`config.mk`:
```
export PLATFORM = sky130hd
export DESIGN_NAME = tap_mac_4x8
export DESIGN_NICKNAME = d
export VERILOG_FILES = /design/src/rtl/tap_mac_pkg.sv /design/src/rtl/tap_mac_lane.sv /design/src/rtl/tap_mac_4x8.sv
export SDC_FILE = /design/constraint.sdc
export NUM_CORES = 1
export LEC_CHECK = 0
export CORE_AREA = 2 2 157 159
export DETAILED_ROUTE_END_ITERATION = 12
export DIE_AREA = 0 0 159 161
export PLACE_DENSITY = 0.79
export SYNTH_ARGS = -nofsm -noshare
export SYNTH_HDL_FRONTEND = slang
export SYNTH_HIERARCHICAL = 1
export SYNTH_SLANG_ARGS = --single-unit
```
`constraint.sdc`:
```
create_clock -name clk -period 3.25 [get_ports clk]
set_input_delay 0.65 -clock clk [delete_from_list [all_inputs] [get_ports clk]]
set_output_delay 0.65 -clock clk [all_outputs]
set_load 0.03 [all_outputs]
```
`src/rtl/tap_mac_pkg.sv`:
```
// rtl/tap_mac_pkg.sv - shared widths, fill depth and FSM states for the tap MAC
package tap_mac_pkg;

    localparam int DATA_W     = 8;
    localparam int PROD_W     = 16;
    localparam int SUM_W      = 18;
    localparam int TAP_COUNT  = 4;
    localparam int FILL_DEPTH = 64;
    localparam int CNT_W      = 7;

    localparam logic [CNT_W-1:0] FILL_FULL = CNT_W'(FILL_DEPTH);
    localparam logic [CNT_W-1:0] FILL_LAST = CNT_W'(FILL_DEPTH - 1);

    typedef enum logic {
        ST_FILL,
        ST_RUN
    } state_t;

endpackage

```
`src/rtl/tap_mac_lane.sv`:
```
// rtl/tap_mac_lane.sv - one registered unsigned multiply lane (tap * coef when en)
module tap_mac_lane
    import tap_mac_pkg::*;
(
    input  logic              clk,
    input  logic              rst_n,
    input  logic              en,
    input  logic [DATA_W-1:0] tap,
    input  logic [DATA_W-1:0] coef,
    output logic [PROD_W-1:0] product
);

    always_ff @(posedge clk or negedge rst_n) begin
        if (!rst_n) begin
            product <= '0;
        end else if (en) begin
            product <= PROD_W'(tap) * PROD_W'(coef);
        end
    end

endmodule

```
`src/rtl/tap_mac_4x8.sv`:
```
// rtl/tap_mac_4x8.sv - weighted sum of four shift-register taps; TAP_MAC_SAT_EN clamps y to CLAMP_MAX
module tap_mac_4x8
    import tap_mac_pkg::*;
#(
    parameter logic [DATA_W-1:0] COEF0     = 8'd1,
    parameter logic [DATA_W-1:0] COEF1     = 8'd1,
    parameter logic [DATA_W-1:0] COEF2     = 8'd1,
    parameter logic [DATA_W-1:0] COEF3     = 8'd1,
    parameter logic [SUM_W-1:0]  CLAMP_MAX = 18'd65535
) (
    input  logic              clk,
    input  logic              rst_n,
    input  logic              shift,
    input  logic              flush,
    input  logic [DATA_W-1:0] sr_tap_one,
    input  logic [DATA_W-1:0] sr_tap_two,
    input  logic [DATA_W-1:0] sr_tap_three,
    input  logic [DATA_W-1:0] sr_out,
    output logic              primed,
    output logic [SUM_W-1:0]  y,
    output logic              y_valid
);

`ifdef TAP_MAC_SAT_EN
    localparam bit SAT_EN = 1'b1;
`else
    localparam bit SAT_EN = 1'b0;
`endif
    // An all-ones ceiling can never bind because the sum tops out below 2^18.
    localparam logic [SUM_W-1:0] CEIL = SAT_EN ? CLAMP_MAX : {SUM_W{1'b1}};

    localparam logic [TAP_COUNT*DATA_W-1:0] COEF_VEC = {COEF3, COEF2, COEF1, COEF0};

    state_t                   state;
    state_t                   state_nx;
    logic [CNT_W-1:0]         fill_cnt;
    logic                     shift_d;
    logic                     s1_valid;
    logic [TAP_COUNT*DATA_W-1:0] tap_vec;
    logic [PROD_W-1:0]        prod [TAP_COUNT];
    logic [SUM_W-1:0]         sum;
    logic [SUM_W-1:0]         y_nx;

    assign primed  = (state == ST_RUN);
    assign tap_vec = {sr_out, sr_tap_three, sr_tap_two, sr_tap_one};

    always_ff @(posedge clk or negedge rst_n) begin
        if (!rst_n) begin
            state    <= ST_FILL;
            fill_cnt <= '0;
            shift_d  <= 1'b0;
        end else begin
            state <= state_nx;
            if (flush) begin
                fill_cnt <= '0;
                shift_d  <= 1'b0;
            end else begin
                shift_d <= shift;
                if (shift && fill_cnt != FILL_FULL) begin
                    fill_cnt <= fill_cnt + CNT_W'(1);
                end
            end
        end
    end

    always_comb begin
        state_nx = state;
        case (state)
            ST_FILL: if (!flush && shift && fill_cnt == FILL_LAST) state_nx = ST_RUN;
            ST_RUN:  if (flush) state_nx = ST_FILL;
            default: state_nx = ST_FILL;
        endcase
    end

    // The taps reflect a shift one cycle later, so capture is keyed off shift_d.
    for (genvar g = 0; g < TAP_COUNT; g++) begin : g_lane
        tap_mac_lane u_lane (
            .clk     (clk),
            .rst_n   (rst_n),
            .en      (shift_d),
            .tap     (tap_vec[g*DATA_W +: DATA_W]),
            .coef    (COEF_VEC[g*DATA_W +: DATA_W]),
            .product (prod[g])
        );
    end

    always_comb begin
        sum  = SUM_W'(prod[0]) + SUM_W'(prod[1]) + SUM_W'(prod[2]) + SUM_W'(prod[3]);
        y_nx = (sum > CEIL) ? CEIL : sum;
    end

    always_ff @(posedge clk or negedge rst_n) begin
        if (!rst_n) begin
            s1_valid <= 1'b0;
            y_valid  <= 1'b0;
            y        <= '0;
        end else if (flush) begin
            s1_valid <= 1'b0;
            y_valid  <= 1'b0;
        end else begin
            s1_valid <= shift_d & primed;
            y_valid  <= s1_valid;
            if (s1_valid) begin
                y <= y_nx;
            end
        end
    end

endmodule

```
* Word level (Yosys, flattened, before mapping) *
Cells that the tools add are included.

cells by class
  equal/unequal tests = 2
  bitwise gates (word level) = 3
  mux-type cells = 9
  reductions and logical operators = 6
  order comparisons = 1
  $add $sub $neg = 4

operators by type and width
  operator                                                          count
  greater-than comparator 11 x 18 -> 1 bit (second input constant)  1
  two-way mux 18 bit                                                1
  two-way mux 7 bit                                                 2
  adder 10 x 8 -> 11 bit                                            1
  adder 9 x 8 -> 10 bit                                             1
  adder 8 x 8 -> 9 bit                                              1
  adder 7 x 1 -> 7 bit (second input constant)                      1
  equality test 7 x 6 -> 1 bit (second input constant)              1
  != test 7 bit (second input constant)                             1
  two-way mux 1 bit                                                 5
  logical AND 1 bit                                                 3
  inverter 1 bit                                                    2
  case mux 1 bit (2 select lines)                                   1
  AND reduction 2 bit                                               1
  nonzero test 2 bit                                                1
  bitwise AND 1 bit                                                 1
  logical NOT 1 bit                                                 1

storage, ports and cells
  register bits = 61
  input port bits = 36
  output and inout bits = 20

* Depth between registers and ports, before layout *
  depth after elaboration = 5
  mapped depth = 15

* Hierarchy *
The synthesis kept the hierarchy.

modules (own cells, without submodules)
  module                            area an instance (um^2)  cells an instance  sequential area each (um^2)  instances
  tap_mac_4x8                       2916.5                   333                725.7                        1
  tap_mac_lane at g_lane[0].u_lane  2718.9                   279                400.4                        1
  tap_mac_lane at g_lane[1].u_lane  2715.1                   279                400.4                        1
  tap_mac_lane at g_lane[2].u_lane  2696.3                   281                400.4                        1
  tap_mac_lane at g_lane[3].u_lane  2696.3                   279                400.4                        1

* Least setup slack after synthesis *
No wires, ideal clock.

  path kind = register to register
  from = register g_lane[3].u_lane.product[1]
  to = register y[15]
  stages on the path, launching flop included = 14
  library setup time = 94 ps
  clock period less this slack = 3036 ps
  path slack = 214 ps
  buffers on the path = 0
  data arrival time = 2942 ps
  required time = 3156 ps
  path through = dfrtp_1 inv_1 fa_1 fa_1 inv_1 ha_1 inv_1 fa_1 nor2b_4 o2111ai_2 and3_4 o221ai_2 a2111oi_2 a211oi_1

between the ends
  longest elaborated chain between the ends = 3

RTL lines
  element                                   line                RTL
  from (decl)                               tap_mac_lane.sv:10  output logic [PROD_W-1:0] product
  from (signal assigned)                    tap_mac_lane.sv:17  product <= PROD_W'(tap) * PROD_W'(coef);
  adder 10 x 8 -> 11 bit                    tap_mac_4x8.sv:88   sum = SUM_W'(prod[0]) + SUM_W'(prod[1]) + SUM_W'(prod[2]) + SUM_W'(prod[3]);
  greater-than comparator 11 x 18 -> 1 bit  tap_mac_4x8.sv:89   y_nx = (sum > CEIL) ? CEIL : sum;
  two-way mux 18 bit                        tap_mac_4x8.sv:89
  to (signal assigned)                      tap_mac_4x8.sv:104  y <= y_nx;
  to (decl)                                 tap_mac_4x8.sv:20   output logic [SUM_W-1:0] y,

Every way passes these cells.
A chain may end at the register's enable or synchronous reset.

* Worst setup path after layout *
  from = register g_lane[2].u_lane.product[1]
  to = register y[13]

between the ends
  longest elaborated chain between the ends = 4

RTL lines
  element                                   line
  from (decl)                               tap_mac_lane.sv:10
  from (signal assigned)                    tap_mac_lane.sv:17
  adder 9 x 8 -> 10 bit                     tap_mac_4x8.sv:88
  adder 10 x 8 -> 11 bit                    tap_mac_4x8.sv:88
  greater-than comparator 11 x 18 -> 1 bit  tap_mac_4x8.sv:89
  two-way mux 18 bit                        tap_mac_4x8.sv:89

Every way passes these cells.

==> qor.csv <==
metric,value,unit
synth_warnings,6,
path_class,reg2reg,
place_area,15810,µm²
max-vdd-ir-drop,1.141,mV
nNetsFinal,2167,
min_path_type,in2async,
dieArea,25600,µm²
finalClockSkew,9.131,ps
finalPower,15.73,mW
final_area,16240,µm²
yosys_register_bits,93,
grt_antenna_before_repair,0,
first_global_vias,10670,
clock_latency,340,ps
leakagePower,8.805,nW
min_period,3191,ps
core-area,23960,µm²
synthArstFlopShare,100.0,%
first_pass_iters,6,
fmax,313.4,MHz
synthTopCellsByArea,"fa_1 (26%), dfrtp_1 (17%), ha_1 (15%), and2_1 (8.5%), inv_1 (8.2%)",
powerDensity,968.5,nW/µm²
p_sw,7.937,mW
yosys.cell_types.count,67,
tns,0,ps
relSlewSlack,53.73,%
grt_overflow_total,0,
hold_viol,0,
worst-path-max-fanout,3,
drv_slew,0,
synth_cells,1451,
instances_no_fill,2121,
setup_viol,0,
synth_top_area_share,25.64,%
area_growth_syn_to_layout,18.17,%
crit_path_end_kind,flop,
arrival,3400,ps
numClockSinks,93,
synth_edf_count,0,
maxCapViolCount,0,
cts_made_buffers,9,
slowest_delay,530,ps
crit_start,g_lane[2].u_lane/product[1],
path_buf_inv,3,
grt_max_degree,48,
yosysSeqAreaShare,16.93,%
drt_iter0_drc,398,
io_buffer_count,55,
io_pins,56,
p_clk_share,7.4,%
fp.dieH,161,µm
combPwrFrac,81.1,%
cts_max_path_buffers,2,
start_util,57.35,%
routed_wl,26710,µm
clk_pin_slew,70,ps
viasPerCell,4.726,
die_w,159,µm
via_count,10020,
seqPwrFrac,11.5,%
required,3460,ps
drc_errors,0,
holdBufCountCts,0,
regToRegStartpoint,g_lane[2].u_lane/product[1],
rsz0062_at_grt,true,
wl_per_cell,12.59,µm
grt_pass1_wl,47600,µm
start_kind,flop,
ant_nets,0,
synthFlopType,dfrtp_1,
final_common_cell,inv_1,
cts_tree,yes,
place.gp.congestion,0.8628,
drive_gt1_share,9.015,%
crit_family,adder cells,
synth_top_area_cell,fa_1,
htreeDepth,3,
fin_crit_sh,98.17,%
avgSynthCellArea,9.472,µm²
n_antenna_cell,0,
worst_pin_slew,694.1,ps
core.rowCount,57,
internal-power,7.791,mW
hpwl,22930,µm
dp_cells,2103,
switching_share,50.46,%
status,completed,
root_buffer,clkbuf_16,
netlist_area,13740,µm²
final_cell_mix,"inv_1 (299), conb_1 (256), and2_1 (187)",
grt_use_total,22.35,%
crit_chain,inv_1 -> fa_1 -> fa_1 -> inv_1 -> ha_2 -> inv_2 -> fa_2 -> nor2b_4 -> o22a_2 -> a22o_1 -> o221ai_2 -> xor2_1 -> o21ai_1,
slowest_stage,fa_1,
-- synth_stat cells, types with 3 or more instances --
master and n:
nand4_1 8, a21oi_1 46, fa_1 176, mux2_4 3, o21ai_1 10, o21a_1 4, mux2i_1 8, nand2b_1 8
buf_6 5, xor2_1 17, nor3_1 6, and3_1 3, nor2b_1 7, o2bb2ai_1 4, dfrtp_1 93, a21oi_4 3
or3_1 4, a21boi_2 3, nand2_1 135, ha_1 163, a21o_2 7, a21oi_2 8, nor4b_1 3, a21o_1 12
nor2_1 21, o211ai_2 6, a31oi_1 7, xnor2_1 35, mux2_2 42, inv_1 302, a211oi_2 4, and2_1 187
a211oi_1 5, o2111ai_1 4, nand3_1 15, clkbuf_1 5, o21ai_0 33, o211ai_1 7, buf_4 3
-- logic make-up after synthesis --
family          share of synthesized area, %
other cells                          0.05465
simple gates                           15.79
xor+xnor                               3.314
flops                                  16.93
buf+inv                                9.022
mux                                    4.352
fa+ha+maj                              40.48
compound gates                         10.06
-- routing by layer --
layer	global-route usage, %	routed length (µm)	part of all wire [%]
met1	28.99	12010	45
met4	4.050	404	1.5
met5	0	0	0
met3	2.645	675	2.5
met2	40.87	13610	51
-- cell type report --
| cell class | count | area, µm² |
|---|---|---|
| clock inverters | 6 | 92.59 |
| repair buffers | 91 | 830.8 |
| fillers | 1936 | 7722 |
| inverters | 302 | 1134 |
| flip-flops and latches | 93 | 2330 |
| multi-input cells | 1295 | 11210 |
| clock buffers | 10 | 239.0 |
| well taps | 324 | 405.4 |
-- repair_timing --
action / CTS / global route
gates resized for setup: 2 / 17
buffers inserted: 0 / 2
hold endpoints to repair: 0 / 0
endpoints found under the setup margin: 3 / 10
pin swaps: 2 / 7
-- power by group through the flow --
stage | registers, mW | logic (mW) | clock network (mW)
floorplan | 1.81 | 9.27 | 0
global placement | 1.79 | 10.9 | 0
detailed placement | 1.81 | 11.3 | 0
CTS | 1.80 | 11.6 | 1.17
global route | 1.84 | 14.2 | 1.22
finish | 1.80 | 12.8 | 1.16
-- flip-flops by register name, summed over array words and instances (netlist names) --
name	flops
fill_cnt	7
g_lane.u_lane/product	64
primed	1
s1_valid	1
shift_d	1
y	18
y_valid	1
-- metrics by stage --
stage                     hold slack [ps]  util (%)  setup WS (ps)
final                               308.9     67.77          59.44
after CTS                           334.5     67.43          33.62
after detailed placement            463.3     65.99         -135.6
after floorplan                     354.4         -          214.5
after global routing                364.1     67.77         -37.94
after global placement              457.1     65.99         -104.5
-- final timing paths --
kind,endpoint,slack (ps),cells past startpoint
setup / recovery,y[13],60,13
hold / removal,g_lane[0].u_lane/product[0],310,1
setup reg to reg,y[13],60,13
hold reg to reg,y[1],480,2
max in group asynchronous,g_lane[2].u_lane/product[0],2270,2
min in group clk,y[1],480,2
Power figures use the tool's default switching activity.
